### src/rtl/sdmac_pkg.sv
// Shared SDMAC definitions: DMA counter state encoding, halt cause codes
// and the bus port-size decode used by the address generator.
package sdmac_pkg;

  typedef enum logic [2:0] {
    IDLE,
    WAIT_AS,
    WAIT_ACK,
    WAIT_END,
    HALT
  } dma_state_e;

  localparam logic [1:0] ERR_NONE = 2'b00;
  localparam logic [1:0] ERR_BERR = 2'b01;
  localparam logic [1:0] ERR_WRAP = 2'b10;
  localparam logic [1:0] ERR_SIZE = 2'b11;

  typedef enum logic [1:0] {
    P_NONE,
    P32,
    P16,
    P8
  } port_size_e;

  // STERM_ or both DSACKs means a 32-bit port; a lone DSACK1_ is 16-bit,
  // a lone DSACK0_ is 8-bit. All inputs are active low.
  function automatic port_size_e decode_port(input logic sterm_n,
                                             input logic dsack1_n,
                                             input logic dsack0_n);
    port_size_e size;
    size = P_NONE;
    if (!sterm_n || (!dsack1_n && !dsack0_n)) begin
      size = P32;
    end else if (!dsack1_n) begin
      size = P16;
    end else if (!dsack0_n) begin
      size = P8;
    end
    return size;
  endfunction

endpackage

### src/rtl/sync_bus_in.sv
// Multi-stage synchroniser for a vector of active-low bus strobes.
// Flops reset to 1 so every strobe reads as inactive coming out of reset.
module sync_bus_in #(
  parameter int WIDTH  = 1,
  parameter int STAGES = 2
) (
  input  logic             clk,
  input  logic             rst,
  input  logic [WIDTH-1:0] d,
  output logic [WIDTH-1:0] q
);

  localparam int NSTG = (STAGES < 1) ? 1 : STAGES;

  logic [WIDTH-1:0] stage [NSTG];

  // Shift the raw strobes through the flop chain.
  always_ff @(posedge clk or posedge rst) begin
    if (rst) begin
      for (int i = 0; i < NSTG; i++) begin
        stage[i] <= '1;
      end
    end else begin
      stage[0] <= d;
      for (int i = 1; i < NSTG; i++) begin
        stage[i] <= stage[i-1];
      end
    end
  end

  assign q = stage[NSTG-1];

endmodule

### src/rtl/dma_addr_gen.sv
// DMA address counter: loaded by the CPU, drives the 68030 address bus
// while the SDMAC owns it and advances by the acknowledged port width
// once per bus cycle. Bus errors, wrap-around and 8-bit ports halt it.
module dma_addr_gen
  import sdmac_pkg::*;
#(
  parameter int ADDR_W      = 32,
  parameter int SYNC_STAGES = 2
) (
  input  logic              nCLK,
  input  logic              RST,
  input  logic              ACR_WR,
  input  logic [ADDR_W-1:0] MID,
  input  logic              OWN_,
  input  logic              AS_,
  input  logic              DSACK0_,
  input  logic              DSACK1_,
  input  logic              STERM_,
  input  logic              BERR_,
  output logic [ADDR_W-1:0] ADDR_O,
  output logic              ADDR_OE,
  output logic              A1,
  output logic              CYC_DONE,
  output logic              HALTED,
  output logic [1:0]        ERR_CODE
);

  logic [4:0] raw_bus;
  logic [4:0] sync_bus;
  logic       as_s;
  logic       dsack0_s;
  logic       dsack1_s;
  logic       sterm_s;
  logic       berr_s;

  dma_state_e        state_q, state_d;
  logic [ADDR_W-1:0] addr_q, addr_d;
  logic              halted_q, halted_d;
  logic [1:0]        err_q, err_d;
  logic              cyc_done_q, cyc_done_d;
  logic              oe_q, oe_d;

  port_size_e        port;
  logic [ADDR_W-1:0] inc;
  logic [ADDR_W:0]   sum;

  assign raw_bus = {BERR_, STERM_, DSACK1_, DSACK0_, AS_};

  sync_bus_in #(
    .WIDTH (5),
    .STAGES(SYNC_STAGES)
  ) u_sync (
    .clk(nCLK),
    .rst(RST),
    .d  (raw_bus),
    .q  (sync_bus)
  );

  assign as_s     = sync_bus[0];
  assign dsack0_s = sync_bus[1];
  assign dsack1_s = sync_bus[2];
  assign sterm_s  = sync_bus[3];
  assign berr_s   = sync_bus[4];

  // A 32-bit port moves a longword unless the address is only word
  // aligned (A1 set), in which case it moves just the upper word.
  assign port = decode_port(sterm_s, dsack1_s, dsack0_s);
  assign inc  = (port == P32 && !addr_q[1]) ? ADDR_W'(4) : ADDR_W'(2);
  assign sum  = {1'b0, addr_q} + {1'b0, inc};

  // Next-state, counter update and error capture; a CPU load overrides all.
  always_comb begin
    state_d    = state_q;
    addr_d     = addr_q;
    halted_d   = halted_q;
    err_d      = err_q;
    cyc_done_d = 1'b0;

    if (ACR_WR) begin
      addr_d   = {MID[ADDR_W-1:1], 1'b0};
      halted_d = 1'b0;
      err_d    = ERR_NONE;
      state_d  = IDLE;
    end else if (OWN_ && state_q != HALT) begin
      state_d = IDLE;
    end else begin
      case (state_q)
        IDLE: begin
          if (!halted_q) begin
            state_d = WAIT_AS;
          end
        end
        WAIT_AS: begin
          if (!as_s) begin
            state_d = WAIT_ACK;
          end
        end
        WAIT_ACK: begin
          if (!berr_s) begin
            state_d  = HALT;
            halted_d = 1'b1;
            err_d    = ERR_BERR;
          end else begin
            case (port)
              P32, P16: begin
                addr_d     = sum[ADDR_W-1:0];
                cyc_done_d = 1'b1;
                if (sum[ADDR_W]) begin
                  state_d  = HALT;
                  halted_d = 1'b1;
                  err_d    = ERR_WRAP;
                end else begin
                  state_d = WAIT_END;
                end
              end
              P8: begin
                state_d  = HALT;
                halted_d = 1'b1;
                err_d    = ERR_SIZE;
              end
              default: begin
              end
            endcase
          end
        end
        WAIT_END: begin
          if (as_s) begin
            state_d = WAIT_AS;
          end
        end
        HALT: begin
          halted_d = 1'b1;
        end
        default: begin
          state_d = IDLE;
        end
      endcase
    end
  end

  // Drivers are enabled from the upcoming halt flag so the bus is
  // released on the same edge that halts the counter.
  assign oe_d = ~OWN_ & ~halted_d;

  // State, counter and output registers.
  always_ff @(posedge nCLK or posedge RST) begin
    if (RST) begin
      state_q    <= IDLE;
      addr_q     <= '0;
      halted_q   <= 1'b0;
      err_q      <= ERR_NONE;
      cyc_done_q <= 1'b0;
      oe_q       <= 1'b0;
    end else begin
      state_q    <= state_d;
      addr_q     <= addr_d;
      halted_q   <= halted_d;
      err_q      <= err_d;
      cyc_done_q <= cyc_done_d;
      oe_q       <= oe_d;
    end
  end

  assign ADDR_O   = addr_q;
  assign ADDR_OE  = oe_q;
  assign A1       = addr_q[1];
  assign CYC_DONE = cyc_done_q;
  assign HALTED   = halted_q;
  assign ERR_CODE = err_q;

endmodule

### config.mk
export PLATFORM = sky130hd
export DESIGN_NAME = dma_addr_gen
export DESIGN_NICKNAME = d
export VERILOG_FILES = /design/src/rtl/sdmac_pkg.sv /design/src/rtl/sync_bus_in.sv /design/src/rtl/dma_addr_gen.sv
export SDC_FILE = /design/constraint.sdc
export NUM_CORES = 1
export LEC_CHECK = 0
export ABC_AREA = 0
export ABC_CLOCK_PERIOD_IN_PS = 3200
export BUFFER_PORTS_ARGS = -buffer_cell sky130_fd_sc_hd__buf_4
export CAP_MARGIN = 25
export CELL_PAD_IN_SITES_DETAIL_PLACEMENT = 0
export CELL_PAD_IN_SITES_GLOBAL_PLACEMENT = 1
export CORE_MARGIN = 2
export CORE_UTILIZATION = 38
export DETAILED_ROUTE_END_ITERATION = 6
export GPL_TIMING_DRIVEN = 0
export PLACE_DENSITY_LB_ADDON = 0.05
export REMOVE_ABC_BUFFERS = 1
export SLEW_MARGIN = 20
export SYNTH_ARGS = -nofsm -noshare
export SYNTH_HDL_FRONTEND = slang
export SYNTH_SLANG_ARGS = --single-unit
### constraint.sdc
create_clock -name nCLK -period 3.2 [get_ports nCLK]
set_input_delay 0.32 -clock nCLK [delete_from_list [all_inputs] [get_ports nCLK]]
set_output_delay 0.32 -clock nCLK [all_outputs]
set_load 0.1 [all_outputs]
Word level (Yosys, flattened, before mapping)
Index checks and enable logic that the tools add are counted.
W data, S select, Z words.
- input bits: 41
- logic and storage cells: 79
- flip-flop bits (word level): 50
- output and inout port bits: 38
- bitwise logic cells: 3
- eq/ne operators: 16
- $add $sub $neg: 1
- reductions and logical operators: 16
- mux-type cells: 35
- operators by type and width (kind ; number):
    $mux W32 ; 5
    $add A32 B3 Y33 ; 1
    $mux W3 ; 8
    $mux W2 ; 8
    $ne A4 B4 Y1 const B ; 4
    $pmux W3 S5 ; 1
    $mux W1 ; 9
    $reduce_and A4 Y1 ; 2
    $eq A3 B2 Y1 const B ; 2
    $ne A3 B3 Y1 const B ; 2
    $ne A6 B6 Y1 const B ; 1
    $pmux W3 S2 ; 1
    $reduce_bool A2 Y1 ; 3
    $reduce_and A5 Y1 ; 1
    $eq A2 B2 Y1 const B ; 2
    $logic_not A1 Y1 ; 4
    $ne A4 B3 Y1 const B ; 1
    $pmux W1 S2 ; 2
    $pmux W2 S2 ; 1
    $eq A3 B1 Y1 const B ; 1
    $eq A3 B3 Y1 const B ; 1
    $logic_and A1 B1 Y1 ; 3
    $logic_not A3 Y1 ; 1
    $eq A2 B1 Y1 const B ; 1
    other kinds (5) ; 6

Depth between registers and ports, before layout
- depth after elaboration: 16
- gate-level depth with buffers: 8
- depth with buffers taken out: 8

By module
Synthesis repeated with hierarchy kept, for this count alone.
- cells, all modules: 285
- area total of the unflattened synthesis: 2640.0 um2
- by module, submodules not included (module ; times used ; area each (um2) ; seq. area each (um2) ; cells an instance):
    dma_addr_gen ; 1 ; 2336.0 ; 975.9 ; 269
    sync_bus_in ; 1 ; 304.0 ; 262.8 ; 16

Worst setup path before layout
Ideal clock, no wire load.
- path kind: register -> register
- start: register addr_q[1], in the netlist ADDR_O[1]
- end: register addr_q[28], in the netlist ADDR_O[28]
- setup time: 82 ps
- path slack: 269 ps
- period minus slack after synthesis: 2931 ps
- path buffers: 0
- data required time: 3118 ps
- stages on the path, launching flop included: 8
- arrival time: 2850 ps
- cells stage by stage: dfrtp_1 nor2_1 ha_1 a21oi_2 nand4b_4 or3_4 or4_1 a31oi_1
- cells in the longest elaborated chain, start to end: 9
- RTL lines (element ; RTL line ; text):
    start: declaration ; dma_addr_gen.sv:37 ; logic [ADDR_W-1:0] addr_q, addr_d;
    start signal: assignment ; dma_addr_gen.sv:156 ; addr_q <= addr_d;
    $logic_not A1 Y1 ; dma_addr_gen.sv:68 ; assign inc = (port == P32 && !addr_q[1]) ? ADDR_W'(4) : ADDR_W'(2);
    $logic_and A1 B1 Y1 ; dma_addr_gen.sv:68 ;
    $mux W3 ; dma_addr_gen.sv:68 ;
    $add A32 B3 Y33 * ; dma_addr_gen.sv:69 ; assign sum = {1'b0, addr_q} + {1'b0, inc};
    $mux W32 * ; dma_addr_gen.sv:104 ; case (port)
    $mux W32 * ; dma_addr_gen.sv:99 ; if (!berr_s) begin
    $mux W32 * ; dma_addr_gen.sv:87 ; case (state_q)
    $mux W32 * ; dma_addr_gen.sv:84 ; end else if (OWN_ && state_q != HALT) begin
    $mux W32 * ; dma_addr_gen.sv:79 ; if (ACR_WR) begin
Every way passes the cells marked *; elsewhere a longest branch is shown, timed or not. The select of a mux whose other input is x is not followed.
A chain may end at the register's enable or synchronous reset.

Final worst setup path
- start: register u_sync.stage, in the netlist u_sync.q[3]
- end: register addr_q[30], in the netlist ADDR_O[30]
- cells in the longest elaborated chain, start to end: 12
- elaborated cells on any way between the ends: 16
- classes of those cells: add/sub (1); eq/ne (2); mux (7); reduce/logical (6)
- RTL lines (element ; RTL line ; text):
    start: declaration ; sync_bus_in.sv:15 ; logic [WIDTH-1:0] stage [NSTG];
    start signal: indexed assignment ; sync_bus_in.sv:26 ; stage[i] <= stage[i-1];
    $logic_not A1 Y1 * ; sdmac_pkg.sv:32 ; if (!sterm_n || (!dsack1_n && !dsack0_n)) begin
    $logic_or A1 B1 Y1 * ; sdmac_pkg.sv:32 ;
    $mux W2 * ; sdmac_pkg.sv:32 ;
    $eq A2 B1 Y1 ; dma_addr_gen.sv:68, dma_addr_gen.sv:104 ;
    $logic_and A1 B1 Y1 ; dma_addr_gen.sv:68 ;
    $mux W3 ; dma_addr_gen.sv:68 ;
    $add A32 B3 Y33 ; dma_addr_gen.sv:69 ;
    $mux W32 ; dma_addr_gen.sv:104 ;
    $mux W32 ; dma_addr_gen.sv:99 ;
    $mux W32 ; dma_addr_gen.sv:87 ;
    $mux W32 ; dma_addr_gen.sv:84 ;
    $mux W32 ; dma_addr_gen.sv:79 ;
Marks and branches as above.

==> impl.org <==
** CTS
- Post-CTS repair changed the size of 0 cells.
- Max H-tree Level :: 2
- Clock-pin transition on the worst setup and hold timing paths :: 0.10 ns
- At the later pin of the worst-skew pair, clock insertion delay measures ~0.30 ns.
- Count of hold buffers inserted by post-cts repair :: 0
- Root buffer selected by CTS :: clkbuf_8
- TritonCTS built the clock tree.
- Number of clock sinks :: between 40 and 50
- The number of setup buffers added after CTS is 0.
- The longest clock path from root to sink contains 2 buffers.
- CTS Buf Count :: 5

** Setup path
- R2r startpoint :: u_sync.q[3]
- Worst EP required :: 3.43 ns
- Buffer and inverter count on the worst path :: 0
- For this run, the slowest stage of the critical path takes approximately 0.60 ns.
- Cell type group with the largest total delay on the critical path :: simple AND/OR/NAND/NOR gates
- The worst register-to-register path has a setup slack of between 0.5 and 0.6 ns.
- STA classifies the critical path endpoint as a flip-flop.
- Startpoint type of the worst setup path :: flip-flop
- The number of cells on the worst reg-to-reg path is 8.
- For the worst setup path, the data arrival time is 2.84 ns.
- The critical path goes through o21a_1, nor2_1, ha_1, a21oi_2, nand4b_4, or3_4, or4_1, a31oi_1.
- In this run the worst path has a maximum fanout of 6.
- By startpoint and endpoint, the worst setup path is classified as flip-flop to flip-flop.
- In this run the critical register-to-register path is captured at ADDR_O[30].
- Critical-path top delay cell :: dfstp_2

** Global routing
- The initial antenna violation count came to 0.
- The first global-routing pass estimated between 10000 and 15000 µm of wire.
- The total overflow left after global routing is 0.
- Pin count of the biggest net entering global routing :: 58
- Global-route layer with the greatest usage :: met2
- For met1 alone, demand over resource in global routing was roughly 25%.
- The via count of the first global-routing pass came to 2097.
- Global routing consumed, on the met3 layer, 3.51% of the routing resources.
- Global-route usage over all layers :: between 10% and 20%
- Met2 global-route usage :: 27.6%

** Floorplanning
- The die is 87.2 µm tall.
- The die is slightly below 90 µm wide.
- Site Rows :: 30
- For this configuration, the core starts out at a cell density of 38.9%.
- Area enclosed by the die boundary :: 0.00761 mm²
- 79 I/O pins were placed.
- The core region is 0.00676 mm².

** Finish
- At the end of the flow the core is filled with cells to 50.3%.
- The layout has 673 filler cells.
- Of the cells placed in the final design, the portion with a size suffix greater than 1 is 32.7%.
- In the final design database the tool counted approximately 390 nets.
- The sequential cells in the finished layout cover a total of between 0.001 and 0.0015 mm².
- The repair_antennas step left the layout with diodes totalling 0.
- Area of the multi-input gates :: 0.00132 mm²
- Excluding fillers, the count of instances in the completed layout stands at 426.
- Relative to the synthesized area, the layout overhead comes to 29.2%.
- Summed area of non-filler cells in the final layout :: 0.00340 mm²

** Power
- Power Total :: 1.77 mW
- The worst-case IR drop observed on VDD is between 150 and 200 µV.
- In this run the static leakage power is 1.43 nW.
- For this design the ratio of total power to cell area is 521 mW/mm².

** Synth
- A synthesized cell averages 9.64 µm².
- Yosys attributes the largest share of cell area to dfrtp_1, dfstp_2, xor2_1, nand2_1, xnor2_1.
- Flip-flop cell with the highest count after synthesis :: dfrtp_1
- FF+latch count, synth :: 49
- Among all cell types in the netlist, the one instantiated most often is nand2_1.
- Post-synth design cell area :: 0.00263 mm²
- The largest total area in the synthesized netlist belongs to dfrtp_1.
- Synthesis instantiated between 50 and 60 different standard cells from the library.
- In the synthesized netlist the async set-or-reset flop fraction comes to 100%.
- EDFF count, synth :: 0
- Share of the synthesized area in the top cell type :: about 37%
- Synthesized instance count :: 273
- Number of warnings printed during yosys synthesis :: 0
- Part of the Yosys area used for sequential elements :: 47.1%
- Sorting the synthesized cells by how often they occur yields nand2_1, dfrtp_1, xor2_1.

** Placement
- After detailed placement, the total cell area comes to 0.00327 mm².
- Input and output buffers added on the ports amount to 76.
- Routability congestion estimate from global placement :: 0.739
- Detailed placement finished with a half-perimeter wire length of around 4700 µm.
- Including well taps, the total number of placed cells is 418.

** STA
- For the pin with the worst max-slew slack, the measured transition is 0.861 ns.
- Setup violators final :: 0
- The number of pins exceeding their max-slew limit in the final report was 0.
- Final sum of negative setup slack :: 0 ns
- Hold Violations, Final :: 0
- After layout, the worst path uses 81.6% of the clock period.
- Max transition margin :: a little over two fifths
- Setup repair after global routing left no endpoint under its margin.
- Final clock skew :: 0.00824 ns
- The routed design could run at a clock period as short as 2.61 ns.
- Max Clock Freq :: 0.383 GHz

** Hold path
- Kind of path behind the tightest hold check :: primary input to async pin

** Drt
- In the routed layout, each cell is associated on average with a via count of 5.25.
- Total Routed Length :: 6330 µm
- Total via count in the routed design :: 2235
- The pre-antenna-repair detailed-routing pass consisted of 4 iterations.
- Routed WL per cell :: 14.9 µm
- After the first detailed-routing iteration, the DRC count stood at 100.
- For this run, design rule violations remaining after detail routing come to 0.
- Number of nets with antenna violations after routing :: 0

** Flow run
- Max-cap violations in this run came to 0.

** Status
- Result of the run :: completed
-- worst max-delay path by stage --
stage | cells past startpoint | from | end
3_5_place_dp | 8 | u_sync.q[3] | ADDR_O[30]
2_1_floorplan | 7 | ADDR_O[1] | ADDR_O[28]
3_3_place_gp | 5 | ADDR_O[12] | ADDR_O[29]
5_1_grt | 8 | u_sync.q[3] | state_q[1]
6_report | 8 | u_sync.q[3] | ADDR_O[30]
4_1_cts | 8 | u_sync.q[3] | ADDR_O[30]
-- kinds of logic after synthesis --
kind of cell | count (synthesis) | share of synthesized area (%)
and+or+nand+nor | 124 | 26.4
muxes | 3 | 1.28
xor gates and xnor gates | 29 | 9.65
buffers and inverters | 16 | 3.19
other | 1 | 0.143
adders and majority gates | 1 | 0.475
AOI/OAI and AO/OA | 50 | 11.7
DFF | 49 | 47.1
-- cell type report --
class	count	share of cell area [%]
Multi-Input combinational cell	208	38.7
Sequential cell	49	36.4
Clock inverter	3	1.91
Timing Repair Buffer	77	17.6
Tap cell	80	2.94
Inverter	4	0.442
Clock buffer	5	2.02
-- cell usage in the layout (no fill, tap or decap), types with 2 or more instances in the layout --
cell,n
nand2_1,42
dfstp_2,10
nor3_1,6
or4_1,2
a21oi_1,5
a31oi_1,4
dfrtp_1,39
and4_1,3
o31ai_1,2
nand4_1,11
o21ai_0,17
buf_4,76
inv_1,2
nand3_1,15
bufinv_16,2
nor4_1,7
clkbuf_8,5
xnor2_1,10
a21boi_0,3
o21ai_1,9
xor2_1,19
nor2_1,17
and3_1,3
mux2_2,3
and2_2,2
-- metrics by stage --
stage	hold slack [ns]	setup WS, ns
detailed placement	0.348	0.608
floorplan	0.324	-0.393
global route	0.0877	0.473
finish	0.0991	0.588
global placement	0.347	0.535
CTS	0.0994	0.579
-- report_power, final --
part,leakage [nW],switching [mW],total [mW],internal (mW)
clock,0.0681,0.211,0.521,0.311
combinational,0.772,0.386,0.521,0.135
sequential,0.588,0.0603,0.729,0.668
-- state kept, by name, indices dropped and copies added, names as in the netlist --
name / cells
ADDR_O: 31
ADDR_OE: 1
CYC_DONE: 1
ERR_CODE: 2
HALTED: 1
state_q: 3
u_sync.q: 5
u_sync.stage: 5
-- metal layers --
layer | wire length [µm] | vias to the layer above
li1 | - | 1113
met1 | 3050 | 1064
met2 | 2960 | 52
met3 | 255 | 6
met4 | 64 | 0
met5 | 0 | -
Note: power is estimated with default switching activity, not from simulation.
